`config.mk`:
```
export PLATFORM = sky130hd
export DESIGN_NAME = alu_secuencial
export DESIGN_NICKNAME = d
export VERILOG_FILES = /design/src/rtl/alu_secuencial.sv
export SDC_FILE = /design/constraint.sdc
export NUM_CORES = 1
export LEC_CHECK = 0
export CAP_MARGIN = 10
export CORE_UTILIZATION = 40
export DETAILED_ROUTE_END_ITERATION = 12
export SLEW_MARGIN = 0
export SYNTH_ARGS = -nofsm -noshare
export SYNTH_HDL_FRONTEND = slang
export SYNTH_SLANG_ARGS = --single-unit
```
`constraint.sdc`:
```
create_clock -name CLK -period 3.9 [get_ports CLK]
set_clock_uncertainty 0.2 [all_clocks]
set_input_delay 0.585 -clock CLK [delete_from_list [all_inputs] [get_ports CLK]]
set_output_delay 0.585 -clock CLK [all_outputs]
set_load 0.005 [all_outputs]
```
`src/rtl/alu_secuencial.sv`:
```
// Multi-cycle 32-bit execute-stage ALU: logic/arithmetic/compare ops finish in one
// clock, shifts iterate one bit position per clock through an accumulator.
module alu_secuencial (
    input  logic        CLK,
    input  logic        RESET,
    input  logic        start,
    input  logic [3:0]  ALUcontrol,
    input  logic [31:0] A,
    input  logic [31:0] B,
    output logic [31:0] resultado,
    output logic        zero,
    output logic        busy,
    output logic        done
);

    localparam logic [3:0] OP_ADD  = 4'b0000;
    localparam logic [3:0] OP_OR   = 4'b0001;
    localparam logic [3:0] OP_AND  = 4'b0010;
    localparam logic [3:0] OP_NE   = 4'b0011;
    localparam logic [3:0] OP_SLT  = 4'b0100;
    localparam logic [3:0] OP_SUB  = 4'b0111;
    localparam logic [3:0] OP_SLL  = 4'b1000;
    localparam logic [3:0] OP_XOR  = 4'b1001;
    localparam logic [3:0] OP_SRL  = 4'b1010;
    localparam logic [3:0] OP_GE   = 4'b1011;
    localparam logic [3:0] OP_SLTU = 4'b1101;
    localparam logic [3:0] OP_SRA  = 4'b1110;
    localparam logic [3:0] OP_EQ   = 4'b1111;

    typedef enum logic {
        IDLE  = 1'b0,
        SHIFT = 1'b1
    } state_t;

    state_t      state, state_n;
    logic [31:0] acc, acc_n;
    logic [4:0]  cnt, cnt_n;
    logic [3:0]  op_q, op_n;
    logic [31:0] res_n;
    logic        zero_n;
    logic        done_n;

    function automatic logic is_shift(input logic [3:0] op);
        return (op == OP_SLL) || (op == OP_SRL) || (op == OP_SRA);
    endfunction

    // Single-cycle datapath; shift and undefined codes fall through to 0.
    function automatic logic [31:0] alu_comb(input logic [3:0] op,
                                             input logic [31:0] a,
                                             input logic [31:0] b);
        logic [31:0] r;
        r = 32'd0;
        case (op)
            OP_ADD:  r = a + b;
            OP_SUB:  r = a - b;
            OP_OR:   r = a | b;
            OP_AND:  r = a & b;
            OP_XOR:  r = a ^ b;
            OP_SLT:  r = {31'b0, $signed(a) < $signed(b)};
            OP_SLTU: r = {31'b0, a < b};
            OP_EQ:   r = {31'b0, a == b};
            OP_NE:   r = {31'b0, a != b};
            OP_GE:   r = {31'b0, $signed(a) >= $signed(b)};
            default: r = 32'd0;
        endcase
        return r;
    endfunction

    // Handshake: a request is taken on any rising edge where start=1 and busy=0
    // (state IDLE); start while busy is dropped, not queued. Every accepted
    // request produces exactly one done pulse unless RESET intervenes.
    always_comb begin
        state_n = state;
        acc_n   = acc;
        cnt_n   = cnt;
        op_n    = op_q;
        res_n   = resultado;
        zero_n  = zero;
        done_n  = 1'b0;
        case (state)
            IDLE: begin
                if (start) begin
                    if (is_shift(ALUcontrol)) begin
                        acc_n   = A;
                        cnt_n   = B[4:0];
                        op_n    = ALUcontrol;
                        state_n = SHIFT;
                    end else begin
                        res_n  = alu_comb(ALUcontrol, A, B);
                        zero_n = (res_n == 32'd0);
                        done_n = 1'b1;
                    end
                end
            end
            SHIFT: begin
                if (cnt != 5'd0) begin
                    cnt_n = cnt - 5'd1;
                    case (op_q)
                        OP_SLL:  acc_n = {acc[30:0], 1'b0};
                        OP_SRL:  acc_n = {1'b0, acc[31:1]};
                        default: acc_n = {acc[31], acc[31:1]};
                    endcase
                end else begin
                    res_n   = acc;
                    zero_n  = (acc == 32'd0);
                    done_n  = 1'b1;
                    state_n = IDLE;
                end
            end
            default: state_n = IDLE;
        endcase
    end

    always_ff @(posedge CLK) begin
        if (RESET) begin
            state     <= IDLE;
            acc       <= 32'd0;
            cnt       <= 5'd0;
            op_q      <= OP_ADD;
            resultado <= 32'd0;
            zero      <= 1'b1;
            done      <= 1'b0;
        end else begin
            state     <= state_n;
            acc       <= acc_n;
            cnt       <= cnt_n;
            op_q      <= op_n;
            resultado <= res_n;
            zero      <= zero_n;
            done      <= done_n;
        end
    end

    assign busy = (state == SHIFT);

endmodule
```
==> flow_summary_export.csv, run 1 <==
group,metric,value,unit
setup_path,r2r_cells,7,
logic_synthesis,synth-edff-count,0,
pwr,p_int,2.22,mW
floorplan,io_pins,106,
global_routing,globalRoute.totalOverflow,0,
hold_path,hold_start,"resultado[23]",
timing,min_period,3940,ps
setup_path,startpoint,"A[0]",
setup_path,rrSetupSlack,880,ps
pwr,p_seq_share,24.0,%
detailed_routing,antenna_left,0,
pwr,swShare,38.0,%
global_routing,grt_pass1_vias,11600,
clocking,cts_tree,"done",
floorplan,dieArea,0.0243,mm2
outcome,violations,"setup timing",
clocking,cts_buffers,9,
clocking,cts.clk_slew.worst_paths,60,ps
placement,post-dp-hpwl,33100,um
timing,max_freq,254,MHz
final_layout,drive_above_1_share,32.9,%
outcome,status,"finished, violations left",
placement,place_ws,-865,ps
timing,fin_ws,-41.9,ps
logic_synthesis,synth_cell_type_count,78,
setup_path,cp-end-kind,"register",
pwr,ir_worst_vdd,0.309,mV
logic_synthesis,synth_ff_type,"dfxtp_1",
final_layout,syn_to_final_growth,58.6,%
placement,place_area,0.0136,mm2
clocking,clk-insertion-delay-late,330,ps
setup_path,endpoint,"zero",
timing,maxSlewHeadroom,32.6,%
setup_path,worstReg2RegStart,"busy",
placement,placed_cells,2102,
final_layout,finish.utilization,65.6,%
logic_synthesis,ys_ff_latch,76,
global_routing,grt.total_usage,33.9,%
final_layout,final_cell_mix,"buf_4 (405), nor2_1 (170), a21oi_1 (142)",
setup_path,r2r_end,"zero",
global_routing,grt_pass1_wl,64000,um
logic_synthesis,ys_seq_area_share,16.0,%
floorplan,initial_core_util,41.4,%
detailed_routing,viasPerCell,5.79,
setup_path,worstPathArrival,4010,ps
final_layout,layout.cells.most_common,"buf_4",
detailed_routing,drc,0,
pwr,power_switching,1.36,mW
floorplan,die_x,156,um
logic_synthesis,synth_area,0.00949,mm2
setup_path,critPathLaunchType,"input port",
setup_path,path_max_fanout,3,
logic_synthesis,syn_inst,1388,
final_layout,layout.cells.non_filler,2148,
detailed_routing,routedWlPerCell,19.6,um
timing,finalSetupViolCount,2,
logic_synthesis,syn-num-nets,1559,
final_layout,n_antenna_cell,0,
floorplan,rows,55,
floorplan,die_h,156,um
setup_path,cp.required,3970,ps
clocking,ctsHoldBuffers,0,
timing,worst_pin_slew,1010,ps
timing,min_period_over_period,101,%
timing,slew_violations,0,
global_routing,grt_max_degree,63,
clocking,cts_buffer_depth,2,
setup_path,worstSetupPathType,"input port to register",
pwr,p_per_area,238,mW/mm2
detailed_routing,drt-total-wl,42200,um
logic_synthesis,synth_async_sr_flop_share,0,%
timing,hold_viol,0,
clocking,cts_sinks,76,
detailed_routing,drt_iter0_drc,866,
logic_synthesis,avgSynthCellArea,6.84,um2
detailed_routing,num_vias,12400,
clocking,root_buffer,"clkbuf_16",
pwr,p_leak,6.68,nW
timing,hold_ws,254,ps
timing,rsz0062_at_grt,"true",
floorplan,core,0.0229,mm2
placement,place.port_buffers,105,
hold_path,hold_path.class,"register to register",
global_routing,grt_antenna_before_repair,0,
pwr,fin_total_pwr,3.58,mW
timing,final.setup.tns,-82.5,ps
placement,gp_congestion,1.01,
final_layout,nNetsFinal,2002,
clocking,h-tree-depth,3,
final_layout,stdcell_area,0.0150,mm2
pwr,comb_power_share,53.7,%
pwr,p_clk_share,22.3,%
detailed_routing,dr.pass1.iters,5,
run,cap_violations,0,
logic_synthesis,synth_warnings,0,
[power groups by stage]
| stage | registers, mW | clock network, mW | logic (mW) |
|---|---|---|---|
| floorplan | 0.864 | 0 | 0.776 |
| global placement | 0.874 | 0 | 1.66 |
| detailed placement | 0.874 | 0 | 1.66 |
| CTS | 0.858 | 0.805 | 1.74 |
| global route | 0.864 | 0.835 | 2.06 |
| finish | 0.859 | 0.799 | 1.92 |
[Yosys cell counts (23+ instances only)]
master    count  share of area, %
clkbuf_1     61               2.4
mux2i_1      48               5.1
nand2_1     121               4.8
o211ai_1     25               2.0
ha_1         98                13
a211oi_1     45               3.6
buf_2        23               1.2
nor4_1       25               1.6
nand3_1      24               1.3
nor3_1       39               2.1
dfxtp_1      76                16
inv_1        95               3.8
a21oi_1     163               8.6
nor2_1      177               7.0
o21ai_0      83               4.4
[cell type report]
cell class | instances | area [um2]
well taps | 313 | 392
clock buffers | 10 | 250
fillers | 2059 | 7870
repair buffers | 525 | 4350
flip-flops and latches | 76 | 1530
inverters | 97 | 364
multi-input cells | 1122 | 8130
clock inverters | 5 | 33.8
[layer usage]
layer,part of all wire [%],up-vias,GRT usage (%)
li1,-,5933,-
met1,46,5878,47.9
met4,2.6,0,9.90
met5,0,-,0
met3,8.7,70,5.50
met2,43,546,52.4
[state kept, by name, summed over array words and instances, names as in the netlist]
register,count
acc,32
busy,1
cnt,5
done,1
op_q,4
resultado,32
zero,1
[critical path, cell delays in order]
cell and delay (ps):
buf_4 130, inv_1 70, ha_2 200, inv_1 60, fa_2 340, nor2b_1 160
a211oi_2 340, buf_4 170, nor2_1 50, a21oi_2 210, a21oi_2 90, a31o_2 260
a211o_1 280, or4_4 520, nor4_4 270, nand4_1 140, o21ai_1 130
[how the worst min path moves through the flow]
stage	to	slack, ps	cells after the start
after floorplan	op_q[3]	240	2
after global placement	resultado[25]	240	2
after detailed placement	resultado[8]	250	2
after CTS	resultado[23]	260	2
after global routing	resultado[26]	280	2
final	resultado[23]	250	2
[timing repair]
item | in CTS | in global routing
setup buffers | 6 | 25
pin swaps | 12 | 60
gates resized for setup | 72 | 157
setup endpoints to repair | 18 | 16
[cells by family after synthesis]
kind of cell	share of synthesized area [%]
AO/OA/AOI/OAI	32.7
XOR/XNOR	0.0923
AND/OR/NAND/NOR	24.5
flip-flops	16.0
adder cells (fa/ha/maj)	13.3
buffers and inverters	7.90
multiplexers	5.42
(Power assumes the default switching activity.)
==> run 2, diff against run 1 <==
--- a/config.mk
+++ b/config.mk
@@ -8,6 +8,7 @@
 export CAP_MARGIN = 10
 export CORE_UTILIZATION = 40
 export DETAILED_ROUTE_END_ITERATION = 12
+export REMOVE_ABC_BUFFERS = 1
 export SLEW_MARGIN = 0
 export SYNTH_ARGS = -nofsm -noshare
 export SYNTH_HDL_FRONTEND = slang
==> flow_summary_export.csv, run 2 (synthesis gave the netlist of run 1 again) <==
group,metric,value,unit
detailed_routing,routedWlPerCell,20.2,um
timing,min_period_over_period,101,%
setup_path,critPathLaunchType,"input port",
detailed_routing,drc,0,
final_layout,fillers,2096,
clocking,cts_tree,"done",
global_routing,use_met2,53.8,%
hold_path,hold_path.class,"register to register",
outcome,violations,"setup timing",
floorplan,initial_core_util,41.4,%
global_routing,grt_pass1_wl,66400,um
global_routing,grt.total_usage,35.3,%
final_layout,layout.cells.most_common,"buf_4",
detailed_routing,antenna_left,0,
clocking,cts.clk_slew.worst_paths,60,ps
setup_path,worstSetupPathType,"input port to register",
clocking,root_buffer,"clkbuf_16",
final_layout,final_cell_mix,"buf_4 (401), nor2_1 (168), a21oi_1 (141)",
setup_path,path_max_fanout,5,
hold_path,worstHoldPathCells,2,
pwr,fin_total_pwr,3.60,mW
floorplan,die_x,156,um
timing,hold_viol,0,
clocking,cts_sinks,76,
floorplan,rows,55,
setup_path,worstPathArrival,4000,ps
detailed_routing,num_vias,12400,
pwr,p_per_area,239,mW/mm2
placement,gp_congestion,1.04,
setup_path,cp-end-kind,"register",
timing,rsz0062_at_grt,"true",
detailed_routing,drt-total-wl,43500,um
final_layout,drive_above_1_share,33.6,%
timing,fin_ws,-29.9,ps
timing,max_freq,254,MHz
clocking,h-tree-depth,3,
timing,min_period,3930,ps
timing,slew_violations,0,
detailed_routing,dr.pass1.iters,5,
setup_path,r2r_cells,10,
hold_path,hold_start,"resultado[8]",
detailed_routing,viasPerCell,5.77,
final_layout,nNetsFinal,2001,
clocking,cts_buffer_depth,2,
floorplan,io_pins,106,
clocking,cts_buffers,9,
pwr,p_leak,6.69,nW
floorplan,core,0.0229,mm2
timing,finalSetupViolCount,1,
global_routing,use_met3,4.72,%
final_layout,largestRegisters,"acc (32), resultado (32), cnt (5)",
global_routing,globalRoute.totalOverflow,0,
detailed_routing,drt_iter0_drc,1082,
global_routing,grt_max_degree,60,
floorplan,dieArea,0.0243,mm2
hold_path,whs_endpoint,"resultado[8]",
global_routing,top_usage_layer,"met2",
global_routing,grt_pass1_vias,11700,
final_layout,syn_to_final_growth,58.5,%
timing,hold_ws,253,ps
pwr,ir_worst_vdd,0.365,mV
timing,maxSlewHeadroom,38.9,%
timing,worst_pin_slew,916,ps
run,cap_violations,0,
placement,post-dp-hpwl,34400,um
clocking,clk-insertion-delay-late,330,ps
outcome,status,"finished, violations left",
setup_path,worstReg2RegStart,"busy",
setup_path,cp.required,3970,ps
global_routing,grt_antenna_before_repair,2,
placement,place.port_buffers,105,
global_routing,met1_usage,51.6,%
setup_path,rrSetupSlack,1350,ps
setup_path,r2r_end,"zero",
floorplan,die_h,156,um
final_layout,n_antenna_cell,0,
[run 2: changes by cell type in the layout (fill, tap and decap cells not counted), sizes merged]
cell | previous run | this run
bufinv | 0 | 1
clkdlybuf4s15 | 0 | 3
clkdlybuf4s50 | 80 | 71
clkinv | 3 | 4
dlygate4sd2 | 2 | 6
[run 2: final cells by class]
class | instances | area, um2 | area share (%)
Inverter | 97 | 364 | 2.42
Tap cell | 313 | 392 | 2.60
Clock buffer | 9 | 225 | 1.50
Clock inverter | 7 | 66.3 | 0.441
Timing Repair Buffer | 524 | 4320 | 28.7
Sequential cell | 76 | 1530 | 10.1
Multi-Input combinational cell | 1122 | 8150 | 54.2
[run 2: report_power, final]
| group | total (mW) | internal [mW] | leakage, nW | switching [mW] |
|---|---|---|---|---|
| sequential | 0.853 | 0.819 | 0.620 | 0.0341 |
| clock | 0.818 | 0.492 | 0.142 | 0.326 |
| combinational | 1.93 | 0.919 | 5.93 | 1.01 |
[run 2: worst max-delay path by stage]
stage	slack (ps)	startpoint	cells past startpoint	endpoint
3_5_place_dp	-850	A[0]	16	zero
3_3_place_gp	-780	A[0]	16	zero
2_1_floorplan	-3510	busy	6	cnt[2]
6_report	-30	A[10]	17	zero
4_1_cts	-100	A[0]	16	zero
5_1_grt	-150	A[4]	18	zero
[run 2: metal layers]
metal | vias to the layer above | part of all wire (%)
li1 | 5942 | -
met1 | 5805 | 47
met2 | 553 | 43
met3 | 80 | 8.1
met4 | 4 | 2.4
met5 | - | 0.062
[run 2: critical path, cell delays in order]
cell and delay (ps):
clkdlybuf4s50_1 480, inv_1 70, ha_4 310, buf_4 110
and3_1 180, and4_4 250, nand3_1 90, buf_6 150
a31oi_4 220, a311o_1 270, buf_4 140, a211oi_2 60
or3_1 360, mux2i_1 190, o21ai_1 120, or2_2 310
o21ai_2 110
[run 2: stage by stage]
step | cell area (um2) | std cells | util [%] | setup slack, ps | TNS (ps)
finish | 15000 | 2148 | 65.6 | -29.9 | -29.9
global route | 15000 | 2148 | 65.6 | -148 | -282
CTS | 14500 | 2134 | 63.2 | -97.5 | -97.5
detailed placement | 13600 | 2106 | 59.4 | -851 | -9210
global placement | 13600 | 2106 | 59.4 | -781 | -8780
floorplan | 9100 | 1295 | - | -3510 | -194810
[run 2: repair_timing]
action | 4_1_cts | 5_1_grt
setup buffers | 12 | 14
hold buffers | 0 | 0
endpoints found under the setup margin | 11 | 14
pin swaps | 28 | 55
resized for setup | 128 | 130
